--- src/rtl/pim_vec_engine.sv ---
`default_nettype none
// ============================================================================
// Module   : pim_vec_engine
// Brief    : Element-wise A op B -> D vector engine driving a shared RAM port.
// Revision : 1.0
// ============================================================================
module pim_vec_engine (
  input  logic        clk,
  input  logic        rst,
  input  logic        start,
  input  logic [1:0]  op,
  input  logic [31:0] src_a,
  input  logic [31:0] src_b,
  input  logic [31:0] dst,
  input  logic [10:0] len,
  output logic        pim_sel,
  output logic [31:0] pim_addr,
  output logic [31:0] pim_wdata,
  output logic [3:0]  pim_wmask,
  output logic        pim_rstrb,
  input  logic [31:0] pim_rdata,
  input  logic        pim_rbusy,
  input  logic        pim_wbusy,
  output logic        busy,
  output logic        done
);

  localparam logic [1:0]  c_OP_ADD = 2'd0;
  localparam logic [1:0]  c_OP_SUB = 2'd1;
  localparam logic [1:0]  c_OP_AND = 2'd2;
  localparam logic [1:0]  c_OP_XOR = 2'd3;
  localparam logic [31:0] c_STRIDE = 32'd4;

  typedef enum logic [3:0] {
    S_IDLE  = 4'd0,
    S_GRANT = 4'd1,
    S_RD_A  = 4'd2,
    S_WT_A  = 4'd3,
    S_RD_B  = 4'd4,
    S_WT_B  = 4'd5,
    S_WR    = 4'd6,
    S_WT_W  = 4'd7,
    S_FIN   = 4'd8
  } state_t;

  state_t      r_state;
  logic [1:0]  r_op;
  logic [31:0] r_ptr_a;
  logic [31:0] r_ptr_b;
  logic [31:0] r_ptr_d;
  logic [10:0] r_count;
  logic [31:0] r_a;
  logic [31:0] r_b;
  logic        r_sel;
  logic [31:0] r_addr;
  logic        r_rstrb;
  logic [3:0]  r_wmask;
  logic        r_done;

  logic [31:0] w_result;
  logic        w_last;
  logic        w_wr_phase;

  always_comb begin
    w_result = 32'd0;
    case (r_op)
      c_OP_ADD: w_result = r_a + r_b;
      c_OP_SUB: w_result = r_a - r_b;
      c_OP_AND: w_result = r_a & r_b;
      c_OP_XOR: w_result = r_a ^ r_b;
      default:  w_result = 32'd0;
    endcase
  end

  assign w_last     = (r_count == 11'd1);
  assign w_wr_phase = (r_state == S_WR) || (r_state == S_WT_W);

  // Strobe, mask and done are single-cycle: cleared every cycle unless re-armed
  // by the transition that enters RD_x / WR / FIN.
  always_ff @(posedge clk or negedge rst) begin
    if (!rst) begin
      r_state <= S_IDLE;
      r_op    <= 2'd0;
      r_ptr_a <= 32'd0;
      r_ptr_b <= 32'd0;
      r_ptr_d <= 32'd0;
      r_count <= 11'd0;
      r_a     <= 32'd0;
      r_b     <= 32'd0;
      r_sel   <= 1'b0;
      r_addr  <= 32'd0;
      r_rstrb <= 1'b0;
      r_wmask <= 4'h0;
      r_done  <= 1'b0;
    end else begin
      r_rstrb <= 1'b0;
      r_wmask <= 4'h0;
      r_done  <= 1'b0;
      case (r_state)
        S_IDLE: begin
          if (start) begin
            r_op    <= op;
            r_ptr_a <= src_a;
            r_ptr_b <= src_b;
            r_ptr_d <= dst;
            r_count <= len;
            r_sel   <= 1'b1;
            r_state <= S_GRANT;
          end
        end
        S_GRANT: begin
          if (r_count != 11'd0) begin
            r_addr  <= r_ptr_a;
            r_rstrb <= 1'b1;
            r_state <= S_RD_A;
          end else begin
            r_done  <= 1'b1;
            r_state <= S_FIN;
          end
        end
        S_RD_A: r_state <= S_WT_A;
        S_WT_A: begin
          if (!pim_rbusy) begin
            r_a     <= pim_rdata;
            r_addr  <= r_ptr_b;
            r_rstrb <= 1'b1;
            r_state <= S_RD_B;
          end
        end
        S_RD_B: r_state <= S_WT_B;
        S_WT_B: begin
          if (!pim_rbusy) begin
            r_b     <= pim_rdata;
            r_addr  <= r_ptr_d;
            r_wmask <= 4'hF;
            r_state <= S_WR;
          end
        end
        S_WR: r_state <= S_WT_W;
        S_WT_W: begin
          if (!pim_wbusy) begin
            r_ptr_a <= r_ptr_a + c_STRIDE;
            r_ptr_b <= r_ptr_b + c_STRIDE;
            r_ptr_d <= r_ptr_d + c_STRIDE;
            r_count <= r_count - 11'd1;
            if (w_last) begin
              r_done  <= 1'b1;
              r_state <= S_FIN;
            end else begin
              r_addr  <= r_ptr_a + c_STRIDE;
              r_rstrb <= 1'b1;
              r_state <= S_RD_A;
            end
          end
        end
        S_FIN: begin
          r_sel   <= 1'b0;
          r_addr  <= 32'd0;
          r_state <= S_IDLE;
        end
        default: begin
          r_sel   <= 1'b0;
          r_addr  <= 32'd0;
          r_state <= S_IDLE;
        end
      endcase
    end
  end

  assign pim_sel   = r_sel;
  assign pim_addr  = r_addr;
  assign pim_wdata = w_wr_phase ? w_result : 32'd0;
  assign pim_wmask = r_wmask;
  assign pim_rstrb = r_rstrb;
  assign busy      = (r_state != S_IDLE);
  assign done      = r_done;

endmodule
`default_nettype wire

--- config.mk ---
export PLATFORM = sky130hd
export DESIGN_NAME = pim_vec_engine
export DESIGN_NICKNAME = d
export VERILOG_FILES = /design/src/rtl/pim_vec_engine.sv
export SDC_FILE = /design/constraint.sdc
export NUM_CORES = 1
export LEC_CHECK = 0
export ABC_AREA = 0
export CAP_MARGIN = 20
export CORE_MARGIN = 3
export CORE_UTILIZATION = 35
export DETAILED_ROUTE_END_ITERATION = 10
export PLACE_DENSITY = 0.61
export SLEW_MARGIN = 0
export SYNTH_ARGS = -nofsm -noshare
export SYNTH_HDL_FRONTEND = slang
export SYNTH_SLANG_ARGS = --single-unit
--- constraint.sdc ---
create_clock -name clk -period 5 [get_ports clk]
set_input_delay 1 -clock clk [delete_from_list [all_inputs] [get_ports clk]]
set_output_delay 1 -clock clk [all_outputs]
set_load 0.03 [all_outputs]
==> results of run 1 <==
-- layer usage --
layer	global-route usage, %	routed length [um]	up-vias	share of wire (%)
li1	-	-	6983	-
met1	31.9	22800	7014	45
met2	35.7	23600	500	46
met3	2.69	3350	70	6.6
met5	0	0	-	0
met4	5.07	1210	0	2.4
-- flip-flops by register name (all words and copies together), names as in the netlist --
| name | count |
|---|---|
| done | 1 |
| pim_addr | 32 |
| pim_rstrb | 1 |
| pim_sel | 1 |
| pim_wmask | 1 |
| r_a | 32 |
| r_b | 32 |
| r_count | 11 |
| r_op | 2 |
| r_ptr_a | 32 |
| r_ptr_b | 32 |
| r_ptr_d | 32 |
| r_state | 4 |
-- Yosys cell counts, types with 7 or more instances --
cell	instances
nor2b_1	7
nand4_1	16
buf_1	8
inv_1	40
nand2_1	181
a21o_1	27
mux2_2	77
or3_1	11
a22oi_1	15
o21ai_0	173
nor3_1	45
nor4_1	12
nor2_1	115
o21ai_1	13
and3_1	23
a222oi_1	7
a21oi_1	216
o22ai_1	37
nand2b_1	9
xor2_1	30
mux2i_1	22
ha_1	69
or4_1	8
a31oi_1	15
a221oi_1	12
clkbuf_1	103
xnor2_1	27
a22o_1	8
o31ai_1	9
dfrtp_1	213
a211oi_1	21
nand3_1	73
-- per-stage QoR --
stage	setup WS, ps	hold slack (ps)	util (%)	cells
after detailed placement	-596	465	44.0	2506
after global routing	-648	498	47.9	2575
after CTS	-591	478	46.8	2558
after floorplan	3.03	462	-	1740
final	-491	440	47.9	2575
after global placement	-551	462	44.0	2506
-- where the power goes --
part           switching (mW)  internal (mW)
Clock                   0.811           1.04
Combinational            6.05           5.00
Sequential              0.925           2.53
-- repair_timing --
| item | in CTS | in global routing |
|---|---|---|
| gates resized for setup | 74 | 66 |
| hold buffers | 0 | 0 |
| buffers inserted | 7 | 17 |
| pin swaps | 31 | 35 |
| endpoints found under the setup margin | 21 | 23 |
-- logic make-up (layout without fill, tap and decap cells) --
family,after synthesis,count (layout),share of synthesized area (%)
AO/OA/AOI/OAI,602,602,24.5
AND/OR/NAND/NOR,538,538,17.7
flip-flops,213,213,36.5
buffers and inverters,160,463,4.28
multiplexers,100,100,7.56
adder cells (fa/ha/maj),70,70,6.06
XOR/XNOR,57,57,3.42
-- critical path: cells and delay by family (launching register included) --
family / cells / cell delay (ps)
flops: 1 / 370
simple gates: 8 / 2120
fa+ha+maj: 1 / 340
xor+xnor: 1 / 120
buf+inv: 4 / 650
compound gates: 2 / 340
-- worst paths after layout --
path,from,endpoint,depth (start not counted)
max,r_b[14],pim_wdata[31],16
min,rst,r_b[30],1
max reg2reg,r_ptr_a[2],pim_addr[30],9
min reg2reg,pim_addr[29],pim_addr[29],1
max in group asynchronous,rst,pim_addr[7],2
min in group clk,pim_addr[29],pim_addr[29],1
-- cell type report --
| type | instances | area [um^2] | share of cell area, % |
|---|---|---|---|
| flip-flops and latches | 213 | 5330 | 27.1 |
| well taps | 532 | 666 | 3.39 |
| repair buffers | 378 | 3460 | 17.6 |
| inverters | 40 | 150 | 0.764 |
| clock inverters | 13 | 123 | 0.624 |
| multi-input cells | 1367 | 9230 | 47.0 |
| clock buffers | 32 | 693 | 3.53 |
==> flow_metrics.env, run 1 <==
export IMPL_htreeDepth=1
export IMPL_clk_path_buf_depth=3
export IMPL_ant_nets=0
export IMPL_synth_area_um2=14600
export IMPL_nNetsFinal=2242
export IMPL_final_common_cell="dfrtp_1"
export IMPL_routedWlPerCell_um=19.8
export IMPL_ir_drop_uv=391
export IMPL_hold_class="input port to async pin"
export IMPL_skew_ps=16.7
export IMPL_grt_max_degree=109
export IMPL_p_leak_nw=8.34
export IMPL_finalHoldViolations=0
export IMPL_crit_path_cell_trace="or4_4 -> nor4_4 -> buf_4 -> nand2_4 -> o41ai_4 -> xor2_1 -> ha_1 -> nand4_1 -> buf_4 -> or3_4 -> nor4_4 -> o31ai_4 -> buf_4 -> nand2_2 -> and4_4 -> buf_12"
export IMPL_post_route_cells_drive_above_1_share_pct=21.0
export IMPL_vias=14600
export IMPL_antenna_found_initial=0
export IMPL_tightest_slew_ps=1100
export IMPL_slowest_stage="or4_4"
export IMPL_crit_type="flip-flop to output pin"
export IMPL_placed_area_um2=18100
export IMPL_antennaDiodeCount=0
export IMPL_synth_cells=1740
export IMPL_path_max_fanout=4
export IMPL_arrival_ps=4490
export IMPL_yosysUniqueCellTypes=72
export IMPL_avgSynthCellArea_um2=8.38
export IMPL_avgViaCountPerCell=5.66
export IMPL_synthFlopType="dfrtp_1"
export IMPL_portBuffers=217
export IMPL_grt_pass1_vias=13900
export IMPL_die_area_um2=44200
export IMPL_drc=0
export IMPL_grtUsageTotal_pct=22.1
export IMPL_synth_top_area_cell="dfrtp_1"
export IMPL_ios=218
export IMPL_area_delta_synth_final_pct=34.7
export IMPL_seq_area_frac_synth_pct=36.5
export IMPL_cts_tree="built"
export IMPL_die_w_um=210
export IMPL_violations="setup timing"
export IMPL_grt_ovfl_total=0
export IMPL_clockRootBuffer="clkbuf_16"
export IMPL_path_clk_slew_ps=50
export IMPL_clkLatencyLatePin_ps=570
export IMPL_synthArstFlopShare_pct=100
export IMPL_start_kind="flip-flop"
export IMPL_cp_common_cell="buf_4"
export IMPL_final_setup_tns_ps=-5850
export IMPL_die_height_um=210
export IMPL_final_max_slew_viol_count=0
export IMPL_synth_edf_count=0
export IMPL_period_minus_slack_ps=5490
export IMPL_timing_final_ws_setup_ps=-491
export IMPL_rsz0062_at_grt="yes"
export IMPL_p_total_mw=16.3
export IMPL_ys_ff_latch=213
export IMPL_finalCritPeriodShare_pct=110
export IMPL_initial_core_util_pct=35.6
export IMPL_max_cap_violations=0
export IMPL_status="finished with violations"
export IMPL_finalSetupViolCount=21
export IMPL_place_gp_congestion=0.930
export IMPL_synth_nets=1956
export IMPL_core_um2=41000
export IMPL_final_design_area_no_fill_um2=19700
export IMPL_synth_top_cell_area_share_pct=36.5
export IMPL_crit_path_end_kind="output pin"
export IMPL_slew_headroom_pct=26.4
export IMPL_cts_sinks=213
export IMPL_synthTopCellsByArea="dfrtp_1, a21oi_1, mux2_2"
export IMPL_routed_wl_mm=51.0
export IMPL_cp_required_ps=4000
export IMPL_power_density_nw_per_um2=832
export IMPL_numCtsBuffers=26
export IMPL_rrSetupSlack_ps=1720
export IMPL_drtIter0Drc=1496
export IMPL_rows=74
export IMPL_first_pass_iters=7
export IMPL_n_fill_cell=3888
export IMPL_yosys_warnings=0
export IMPL_critical_path_max_stage_delay_ps=560
export IMPL_post_dp_hpwl_mm=37.1
export IMPL_grt_pass1_wl_mm=78.9
export IMPL_max_freq_ghz=0.182
export IMPL_layout_common_cells="dfrtp_1, a21oi_1, clkdlybuf4s50_1"
Power figures use the tool's default switching activity.
==> inputs of run 2 (changes only) <==
--- a/config.mk
+++ b/config.mk
@@ -7,9 +7,9 @@
 export LEC_CHECK = 0
 export ABC_AREA = 0
 export CAP_MARGIN = 20
-export CORE_MARGIN = 3
 export CORE_UTILIZATION = 35
 export DETAILED_ROUTE_END_ITERATION = 10
+export GPL_TIMING_DRIVEN = 0
 export PLACE_DENSITY = 0.61
 export SLEW_MARGIN = 0
 export SYNTH_ARGS = -nofsm -noshare
==> flow_metrics.env, run 2 (synthesized netlist as in run 1, its figures left out) <==
export IMPL_grt_pass1_vias=15100
export IMPL_cts_tree="built"
export IMPL_avgViaCountPerCell=5.95
export IMPL_ir_drop_uv=396
export IMPL_max_cap_violations=0
export IMPL_timing_final_ws_setup_ps=-614
export IMPL_rsz0062_at_grt="yes"
export IMPL_arrival_ps=4610
export IMPL_area_delta_synth_final_pct=35.1
export IMPL_rows=74
export IMPL_finalCritPeriodShare_pct=112
export IMPL_p_sw_share_pct=49.8
export IMPL_start_kind="flip-flop"
export IMPL_slew_headroom_pct=22.5
export IMPL_p_int_mw=8.47
export IMPL_period_minus_slack_ps=5610
export IMPL_status="finished with violations"
export IMPL_tightest_slew_ps=1150
export IMPL_grtUsageTotal_pct=28.6
export IMPL_finalHoldViolations=0
export IMPL_vias=15500
export IMPL_whs_ps=338
export IMPL_crit_type="flip-flop to output pin"
export IMPL_layout_common_cells="dfrtp_1, a21oi_1, clkdlybuf4s50_1"
export IMPL_clockRootBuffer="clkbuf_16"
export IMPL_clk_path_buf_depth=3
export IMPL_drc=0
export IMPL_first_pass_iters=6
export IMPL_cts_sinks=213
export IMPL_grt_max_degree=82
export IMPL_die_height_um=206
export IMPL_ant_nets=0
export IMPL_pwr_share_clk_pct=12.0
export IMPL_place_gp_congestion=0.966
export IMPL_crit_path_end_kind="output pin"
export IMPL_ios=218
export IMPL_slowest_stage="or4_4"
export IMPL_htreeDepth=1
export IMPL_crit_path_cell_trace="or4_4 -> nor3_4 -> and3_4 -> buf_6 -> nand2_4 -> o41ai_4 -> xor2_1 -> ha_2 -> nand4_1 -> buf_4 -> o22ai_4 -> o31a_1 -> or4_1 -> a31oi_2 -> nor2_2 -> buf_6"
export IMPL_final_max_slew_viol_count=0
export IMPL_clkLatencyLatePin_ps=580
export IMPL_initial_core_util_pct=35.6
export IMPL_final_common_cell="dfrtp_1"
export IMPL_path_buf_inv=3
export IMPL_post_dp_hpwl_mm=45.3
export IMPL_drtIter0Drc=1590
export IMPL_cp_common_cell="buf_6"
export IMPL_crit_cells=16
export IMPL_cp_required_ps=4000
export IMPL_hold_class="input port to async pin"
export IMPL_r2r_end="r_ptr_d[10]"
export IMPL_nNetsFinal=2262
export IMPL_die_area_um2=42500
export IMPL_setup_worst_path_end="pim_wdata[29]"
export IMPL_die_w_um=206
export IMPL_placed_area_um2=17500
export IMPL_final_design_area_no_fill_um2=19700
export IMPL_routed_wl_mm=61.2
export IMPL_grt_pass1_wl_mm=91.7
export IMPL_r2r_cells=7
export IMPL_numCtsBuffers=27
export IMPL_finalSetupViolCount=23
export IMPL_violations="setup timing"
export IMPL_max_freq_ghz=0.178
export IMPL_n_fill_cell=4004
export IMPL_path_max_fanout=5
export IMPL_skew_ps=17.1
export IMPL_path_clk_slew_ps=60
export IMPL_startpoint="r_b[9]"
export IMPL_critical_path_max_stage_delay_ps=570
export IMPL_pwr_share_seq_pct=21.0
export IMPL_portBuffers=216
export IMPL_core_um2=40900
export IMPL_grt_ovfl_total=0
export IMPL_net_switching_power_mw=8.40
export IMPL_antenna_found_initial=0
export IMPL_pwr_share_comb_pct=67.0
export IMPL_cts_hold_buf=0
export IMPL_p_leak_nw=8.11
export IMPL_r2r_start="r_state[0]"
export IMPL_critPathTopFamily="simple AND/OR/NAND/NOR gates"
export IMPL_antennaDiodeCount=0
export IMPL_post_route_cells_drive_above_1_share_pct=17.7
export IMPL_power_density_nw_per_um2=856
export IMPL_routedWlPerCell_um=23.6
export IMPL_rrSetupSlack_ps=1510
==> run 2: cell count changes in the layout (fill, tap and decap cells not counted), moves of 6 or more <==
cell / delta
o21ai_1: +6
ha_1: -11
ha_4: +9
clkbuf_1: +92
buf_1: +7
buf_4: -97
dfrtp_2: +7
dfrtp_1: -7
o21ai_2: -6
buf_12: -6
==> run 2: metrics by stage <==
stage	utilization (%)	setup slack, ps	TNS (ps)	std cells	power (mW)
finish	48.2	-614	-6670	2598	16.9
global route	48.2	-736	-10090	2598	18.0
CTS	46.9	-710	-7230	2574	15.8
detailed placement	42.7	-1460	-23620	2490	12.6
global placement	42.6	-6670	-1436790	2488	12.4
floorplan	-	3.03	0	1740	9.49
==> run 2: how the worst min path moves through the flow <==
stage / to / slack, ps / depth (start not counted)
4_1_cts: r_b[26] / 340 / 1
3_5_place_dp: pim_addr[29] / 460 / 1
2_1_floorplan: r_count[9] / 460 / 2
5_1_grt: r_b[26] / 370 / 1
3_3_place_gp: pim_addr[14] / 460 / 1
6_report: r_b[26] / 340 / 1
==> run 2: final cells by class <==
class	count	area [um^2]	area share, %
plain buffers	109	458	2.32
clock buffers	38	757	3.84
clock inverters	11	149	0.756
inverters	40	153	0.775
multi-input cells	1367	9400	47.7
flip-flops and latches	213	5340	27.1
well taps	532	666	3.38
repair buffers	288	2780	14.1
==> run 2: worst register-to-register path, stage by stage (launching register included) <==
cell	delay [ps]
dfrtp_1	360
clkbuf_1	200
nor4_1	460
nand2_1	500
o21ai_1	610
clkbuf_1	570
clkbuf_1	520
a21oi_1	150
==> run 2: per-layer routing <==
layer / track usage (%) / wire (um)
met1: 36.3 / 23900
met2: 48.3 / 29200
met3: 3.89 / 5140
met4: 12.5 / 2920
met5: 0 / 0
==> run 2: power by group through the flow <==
stage               sequential (mW)  clock, mW  combinational (mW)
global route                   3.65       2.14                12.2
CTS                            3.48       2.08                10.3
detailed placement             3.47          0                9.09
global placement               3.45          0                8.99
floorplan                      3.33          0                6.16
finish                         3.54       2.03                11.3
==> run 2: what timing repair did <==
| action | CTS | global route |
|---|---|---|
| endpoints found under the setup margin | 31 | 27 |
| setup buffers | 46 | 23 |
| pin swaps | 39 | 48 |
| resized for setup | 250 | 84 |
